## config.mk

```make
export PLATFORM = sky130hd
export DESIGN_NAME = stream_coprocessor
export DESIGN_NICKNAME = d
export VERILOG_FILES = /design/src/rtl/stream_coprocessor.sv
export SDC_FILE = /design/constraint.sdc
export NUM_CORES = 2
export LEC_CHECK = 0
export ABC_AREA = 0
export CORE_ASPECT_RATIO = 0.6
export CORE_MARGIN = 2
export CORE_UTILIZATION = 42
export DETAILED_ROUTE_END_ITERATION = 6
export SYNTH_ARGS = -nofsm -noshare
export SYNTH_HDL_FRONTEND = slang
export SYNTH_SLANG_ARGS = --single-unit
```

## constraint.sdc

```tcl
create_clock -name clk -period 33.8 [get_ports clk]
set_input_delay 6.76 -clock clk [delete_from_list [all_inputs] [get_ports clk]]
set_output_delay 6.76 -clock clk [all_outputs]
set_load 0.02 [all_outputs]
```

## src/rtl/stream_coprocessor.sv

```systemverilog
// -----------------------------------------------------------------------------
// stream_coprocessor
//
// Streaming coprocessor that sits between the UART byte-framer and the
// response serialiser. Each accepted input beat produces one result on the
// next rising edge. The operation applied to the beat is chosen by
// control[1:0], which is sampled together with the beat:
//   00 PASS : result = zero-extended beat
//   01 TAP  : result = hist[k] (k = control[5:2]), or 0 when k >= DEPTH
//   10 PAIR : result = hist[0] + beat
//   11 ACC  : result = acc + beat; acc takes the result
// Any accepted beat that is not in ACC mode clears the accumulator.
// Every accepted beat, in every mode, is shifted into the history.
//
// Optional feature macro: STREAM_COPROC_SAT_EN
//   When defined, PAIR/ACC results clamp to all-ones on carry-out instead of
//   wrapping. The sticky overflow flag is set on carry-out in both builds.
//
// Ports
//   clk         in   1           clock, rising edge
//   rst         in   1           asynchronous active-high reset
//   din         in   WIDTH_DIN   input beat
//   din_valid   in   1           input beat present
//   din_ready   out  1           block can accept a beat this cycle
//   control     in   6           [1:0] mode, [5:2] tap index
//   dout        out  WIDTH_DOUT  result register
//   dout_valid  out  1           dout holds an unconsumed result
//   dout_ready  in   1           downstream consumes the result
//   overflow    out  1           sticky carry-out flag
// -----------------------------------------------------------------------------
module stream_coprocessor #(
    parameter int WIDTH_DIN  = 128,
    parameter int WIDTH_DOUT = 128,
    parameter int DEPTH      = 4
) (
    input  logic                  clk,
    input  logic                  rst,
    input  logic [WIDTH_DIN-1:0]  din,
    input  logic                  din_valid,
    output logic                  din_ready,
    input  logic [5:0]            control,
    output logic [WIDTH_DOUT-1:0] dout,
    output logic                  dout_valid,
    input  logic                  dout_ready,
    output logic                  overflow
);

    localparam logic [1:0] MODE_PASS = 2'b00;
    localparam logic [1:0] MODE_TAP  = 2'b01;
    localparam logic [1:0] MODE_ACC  = 2'b11;

    logic [WIDTH_DIN-1:0]  hist_q [DEPTH];
    logic [WIDTH_DOUT-1:0] acc_q, acc_d;
    logic [WIDTH_DOUT-1:0] dout_q, dout_d;
    logic                  dout_valid_q, dout_valid_d;
    logic                  overflow_q, overflow_d;

    logic                  accept;
    logic [1:0]            mode;
    logic [3:0]            tap_k;
    logic [WIDTH_DOUT-1:0] x;
    logic [WIDTH_DOUT-1:0] hist0_x;
    logic [WIDTH_DOUT-1:0] tap_val;
    logic [WIDTH_DOUT-1:0] add_a;
    logic [WIDTH_DOUT:0]   sum;
    logic                  carry;
    logic [WIDTH_DOUT-1:0] result;

    // Single output slot: a new beat fits whenever the slot is empty or
    // is being drained this very cycle.
    assign din_ready = !dout_valid_q | dout_ready;
    assign accept    = din_valid & din_ready;
    assign mode      = control[1:0];
    assign tap_k     = control[5:2];

    always_comb begin
        x = '0;
        x[WIDTH_DIN-1:0] = din;

        hist0_x = '0;
        hist0_x[WIDTH_DIN-1:0] = hist_q[0];

        // Tap indices at or beyond DEPTH fall through the loop and read 0.
        tap_val = '0;
        for (int i = 0; i < DEPTH; i++) begin
            if (int'(tap_k) == i) begin
                tap_val[WIDTH_DIN-1:0] = hist_q[i];
            end
        end

        // PAIR and ACC share one adder; only the left operand differs.
        add_a = (mode == MODE_ACC) ? acc_q : hist0_x;
        sum   = {1'b0, add_a} + {1'b0, x};
        carry = sum[WIDTH_DOUT];

        case (mode)
            MODE_PASS: result = x;
            MODE_TAP:  result = tap_val;
            default: begin
                result = sum[WIDTH_DOUT-1:0];
`ifdef STREAM_COPROC_SAT_EN
                if (carry) begin
                    result = '1;
                end
`endif
            end
        endcase
    end

    always_comb begin
        dout_d       = dout_q;
        dout_valid_d = dout_valid_q;
        acc_d        = acc_q;
        overflow_d   = overflow_q;

        if (accept) begin
            dout_d       = result;
            dout_valid_d = 1'b1;
            // A saturated result lands in acc, so acc stays pinned at
            // all-ones until a non-ACC beat clears it.
            acc_d        = (mode == MODE_ACC) ? result : '0;
            if (mode[1] && carry) begin
                overflow_d = 1'b1;
            end
        end else if (dout_ready) begin
            // Consumed with nothing new: dout keeps its last value.
            dout_valid_d = 1'b0;
        end
    end

    always_ff @(posedge clk or posedge rst) begin
        if (rst) begin
            for (int i = 0; i < DEPTH; i++) begin
                hist_q[i] <= '0;
            end
            acc_q        <= '0;
            dout_q       <= '0;
            dout_valid_q <= 1'b0;
            overflow_q   <= 1'b0;
        end else begin
            acc_q        <= acc_d;
            dout_q       <= dout_d;
            dout_valid_q <= dout_valid_d;
            overflow_q   <= overflow_d;
            if (accept) begin
                for (int i = DEPTH - 1; i > 0; i--) begin
                    hist_q[i] <= hist_q[i-1];
                end
                hist_q[0] <= din;
            end
        end
    end

    assign dout       = dout_q;
    assign dout_valid = dout_valid_q;
    assign overflow   = overflow_q;

endmodule
```

=== Yosys cells after proc, flatten, opt, wreduce, memory -nomap -nowiden ===
Cells that the tools add are included.

* Add/sub/neg operators: 1
* Multiply operators: 0
* Reduce and logical (&&, ||, !) cells: 6
* Bitwise operators: 2
* Div/mod/pow operators: 0
* Mux-type cells: 9
* Shifts and indexed selects: 0
* Eq/ne operators: 5
* $lt $le $gt $ge: 0

{| class="wikitable"
|+ Operators with widths
! cell !! number
|-
| 2-to-1 mux 128 bit || 6
|-
| one-hot mux 128 bit (2 select lines) || 1
|-
| adder 128 x 128 -> 129 bit || 1
|-
| equality test 4 x 3 -> 1 bit (second input constant) || 2
|-
| equality test 4 x 2 -> 1 bit (second input constant) || 1
|-
| zero test 4 bit || 1
|-
| equality test 2 x 1 -> 1 bit (second input constant) || 1
|-
| equality test 2 bit (second input constant) || 1
|-
| zero test 2 bit || 1
|-
| 2-to-1 mux 1 bit || 2
|-
| AND reduction 2 bit || 1
|-
| nonzero test 2 bit || 1
|-
| AND 1 bit || 1
|-
| logical AND 1 bit || 1
|-
| zero test 1 bit || 1
|-
| OR 1 bit || 1
|}

* Output and inout port bits: 131
* Register bits after elaboration: 770
* Word-level logic and storage cells: 31
* Memories: 0
* Bits in writable memories: 0
* Bits in latches: 0
* Memory bits (read-only): 0
* Bits of input ports: 138

=== Logic depth before layout (Yosys ltp) ===
* Depth after elaboration: 7
* Mapped depth: 20
* Mapped depth without buffers: 16

=== Worst setup path before layout ===
No wires, ideal clock.

* Kind: input-to-output
* From: in dout_ready
* To: out din_ready
* Stages on the path: 1
* Arrival time: 7.003 ns
* Path buffers: 0
* Setup slack: 20.037 ns
* Data required time: 27.040 ns
* Cell sequence: nand2b_1

* Longest elaborated chain between the ends: 1

{| class="wikitable"
|+ Ends and longest elaborated chain
! what !! RTL line !! source
|-
| start: declaration || 44 || <nowiki>input logic dout_ready,</nowiki>
|-
| OR 1 bit || 71 || <nowiki>assign din_ready = !dout_valid_q | dout_ready;</nowiki>
|-
| end: declaration || 40 || <nowiki>output logic din_ready,</nowiki>
|}

Every way passes these cells.

=== Worst setup path after layout ===
Same ends and word-level chain as after synthesis.

==> impl_metrics.env <==
export IMPL_setup_tns_ns=0
export IMPL_drc=0
export IMPL_p_leak_nw=24.13
export IMPL_fmax_mhz=67.49
export IMPL_final_hold_violation_count=0
export IMPL_synth_top_family_by_area="simple AND/OR/NAND/NOR gates"
export IMPL_setup_violations=0
export IMPL_yosysSeqAreaShare_pct=43.86
export IMPL_worstPathBufferInverterCount=2
export IMPL_final_cell_mix="nand2_1, dfrtp_1, a21oi_1"
export IMPL_worstHoldPathType="flop to flop"
export IMPL_drt_first_pass_iters=5
export IMPL_critPathKind="primary input to output port"
export IMPL_fin_area_sq_um=50210
export IMPL_hpwlAfterDp_um=100300
export IMPL_numPortBuffers=268
export IMPL_cp_required_ns=27.04
export IMPL_die_w_um=421.5
export IMPL_wl_um=149700
export IMPL_final_max_slew_viol_count=0
export IMPL_grt_max_degree=195
export IMPL_synth_edf_count=0
export IMPL_cp_start_kind="primary input"
export IMPL_die_y_um=254.5
export IMPL_cts_resized=0
export IMPL_cts_hold_fix_buffers=0
export IMPL_slowest_delay_ns=0.64
export IMPL_synthXorXnorAreaFrac_pct=2.392
export IMPL_clk_path_buf_depth=3
export IMPL_vias_per_cell=5.608
export IMPL_rr_startpoint="hist0_x[18]"
export IMPL_grt_antenna_before_repair=8
export IMPL_num_vias=39458
export IMPL_die_area_sq_um=107300
export IMPL_clk_pin_slew_ns=0.06
export IMPL_r2r_end="dout[121]"
export IMPL_cts_tree="yes"
export IMPL_synth_area_mux_share_pct=3.121
export IMPL_peakVddDrop_mv=0.03351
export IMPL_max_cap_violations=0
export IMPL_cp_cell_sequence="clkdlybuf4s50_1, nand2b_1, clkdlybuf4s50_1"
export IMPL_critPathLaunch="dout_ready"
export IMPL_yosysWarnings=0
export IMPL_cp_endpoint="din_ready"
export IMPL_cpMostUsedCell="clkdlybuf4s50_1"
export IMPL_grt_use_total_pct=27.49
export IMPL_initial_utilization_pct=42.54
export IMPL_cp_max_fo=4
export IMPL_synth_simple_area_share_pct=24.40
export IMPL_final_common_cell="nand2_1"
export IMPL_worstPathArrival_ns=8.06
export IMPL_cts_sinks=770
export IMPL_cpMaxStageDelayCell="clkdlybuf4s50_1"
export IMPL_cts_root_buf="clkbuf_16"
export IMPL_htree_levels=3
export IMPL_routabilityCongestion=0.9534
export IMPL_worst_path_stages=3
export IMPL_met3_length_um=12540
export IMPL_worst_clock_skew_ns=0.02819
export IMPL_critPathTopFamily="buffers and inverters"
export IMPL_syn_area_sq_um=43930
export IMPL_synth_ff_type="dfrtp_1"
export IMPL_synth_distinct_cells=84
export IMPL_synth_seq_cells=770
export IMPL_final_nets=5840
export IMPL_first_iter_violations=4120
export IMPL_avgSynthCellArea_sq_um=7.903
export IMPL_grt_ovfl_total=0
export IMPL_fin_crit_ns=14.82
export IMPL_cts_setup_buffers=0
export IMPL_rsz0062_at_grt="false"
export IMPL_highest_layer="met5"
export IMPL_areaGrowthSynthToFinish_pct=14.28
export IMPL_p_per_area_nw_per_um2=61.22
export IMPL_synth_nets=5828
export IMPL_wl_per_cell_um=21.28
export IMPL_synth_compound_area_share_pct=18.50
export IMPL_grt_pass1_vias=36833
export IMPL_worst_pin_slew_ns=1.266
export IMPL_grt_pass1_wl_um=229600
export IMPL_outcome="finished clean"
export IMPL_rrSetupSlack_ns=28.39
export IMPL_synthAdderAreaFrac_pct=3.748
export IMPL_async_reset_ff_share_pct=100.0
export IMPL_wl_met1_um=73080
export IMPL_synth_cells=5559
export IMPL_io_pins=269
export IMPL_drtAntennaViolNets=0
export IMPL_rr_worst_depth=14
export IMPL_cts_made_buffers=79
export IMPL_drive_gt1_share_pct=4.064
export IMPL_wl_met2_um=60650
export IMPL_clkLatencyLatePin_ns=0.70
export IMPL_rows=91
export IMPL_critPathCaptureType="output port"
export IMPL_placed_cell_area_sq_um=47300
export IMPL_core_area_sq_um=103300
export IMPL_slew_headroom_pct=15.62
export IMPL_post_route_period_util_pct=43.83
-- worst register-to-register path, cell delays in order (launching register included) --
cell and delay, ns:
dfrtp_1 0.43, nand2_1 0.08, nand2_1 0.08, ha_1 0.42
a21oi_1 0.16, o21ai_0 0.27, nor3b_1 0.99, or3_1 0.22
nor3_1 0.08, o31ai_1 0.69, a22oi_1 0.41, a2111oi_0 0.86
o21ai_0 0.28, a31oi_1 0.23, o21ai_0 0.09
-- cell families (layout without fill, tap and decap cells) --
| kind of cell | count (synthesis) | count (layout) |
|---|---|---|
| flip-flops | 770 | 770 |
| other | 0 | 6 |
| adder cells (fa/ha/maj) | 131 | 131 |
| multiplexers | 137 | 137 |
| AO/OA/AOI/OAI | 1257 | 1257 |
| buffers and inverters | 434 | 510 |
| AND/OR/NAND/NOR | 2710 | 2710 |
| XOR/XNOR | 120 | 120 |
-- power breakdown --
| group | internal, W | switching [W] |
|---|---|---|
| sequential | 0.00109 | 0.000126 |
| clock | 0.000584 | 0.000403 |
| combinational | 0.000320 | 0.000552 |
| total | 0.00199 | 0.00108 |
-- cells in the mapped netlist (21+ instances only) --
cell type	count	area [sq um]
nand2_1	2218	8325
dfrtp_1	770	19270
clkbuf_1	347	1303
a21oi_1	333	1667
o21ai_0	325	1627
nor2_1	262	983.4
mux2i_1	137	1371
ha_1	130	1627
o211ai_1	116	870.8
a22oi_1	99	743.2
a22o_1	83	727.0
nand4_1	74	462.9
xnor2_1	73	639.4
a21o_1	59	442.9
o21bai_1	55	412.9
inv_1	52	195.2
a221oi_1	47	411.6
xor2_1	47	411.6
nand3_1	34	170.2
nor3_1	31	155.2
buf_1	21	78.83
-- worst min-delay path by stage --
| stage | depth (start not counted) | to | startpoint | slack (ns) |
|---|---|---|---|---|
| floorplan | 2 | acc_q[0] | acc_q[0] | 0.44 |
| global placement | 2 | acc_q[1] | acc_q[1] | 0.45 |
| detailed placement | 2 | acc_q[43] | acc_q[43] | 0.46 |
| CTS | 2 | acc_q[43] | acc_q[43] | 0.47 |
| finish | 2 | acc_q[43] | acc_q[43] | 0.47 |
| global route | 2 | dout[50] | dout[50] | 0.50 |
-- per-layer routing --
metal | global-route usage [%] | vias up
met4 | 6.831 | 6
li1 | - | 18906
met2 | 37.99 | 1336
met3 | 7.060 | 175
met1 | 42.19 | 19035
met5 | 0 | -
-- stage by stage --
step / hold slack (ns) / utilization (%) / setup slack, ns / instances / power, W
3_3_place_gp: 0.4501 / 45.80 / 18.98 / 6885 / 0.002077
2_1_floorplan: 0.4386 / - / 5.425 / 5559 / 0.001763
4_1_cts: 0.4699 / 48.60 / 18.98 / 7030 / 0.003084
3_5_place_dp: 0.4562 / 45.80 / 18.98 / 6885 / 0.002089
5_1_grt: 0.4971 / 48.61 / 18.94 / 7034 / 0.003240
6_report: 0.4721 / 48.62 / 18.98 / 7036 / 0.003074
-- state kept, by name (all words and copies together), names as in the netlist --
name / cells
acc_q: 128
dout: 128
hist0_x: 128
overflow: 1
hist_q: 384
dout_valid: 1
-- layout make-up --
| class | instances | area (sq um) |
|---|---|---|
| Fill cell | 9979 | 53060 |
| Antenna cell | 6 | 15.01 |
| Clock buffer | 111 | 2372 |
| Clock inverter | 34 | 516.7 |
| Timing Repair Buffer | 313 | 3114 |
| Sequential cell | 770 | 19270 |
| Tap cell | 1395 | 1745 |
| Multi-Input combinational cell | 4355 | 22970 |
| Inverter | 52 | 202.7 |
(Power assumes the default switching activity.)
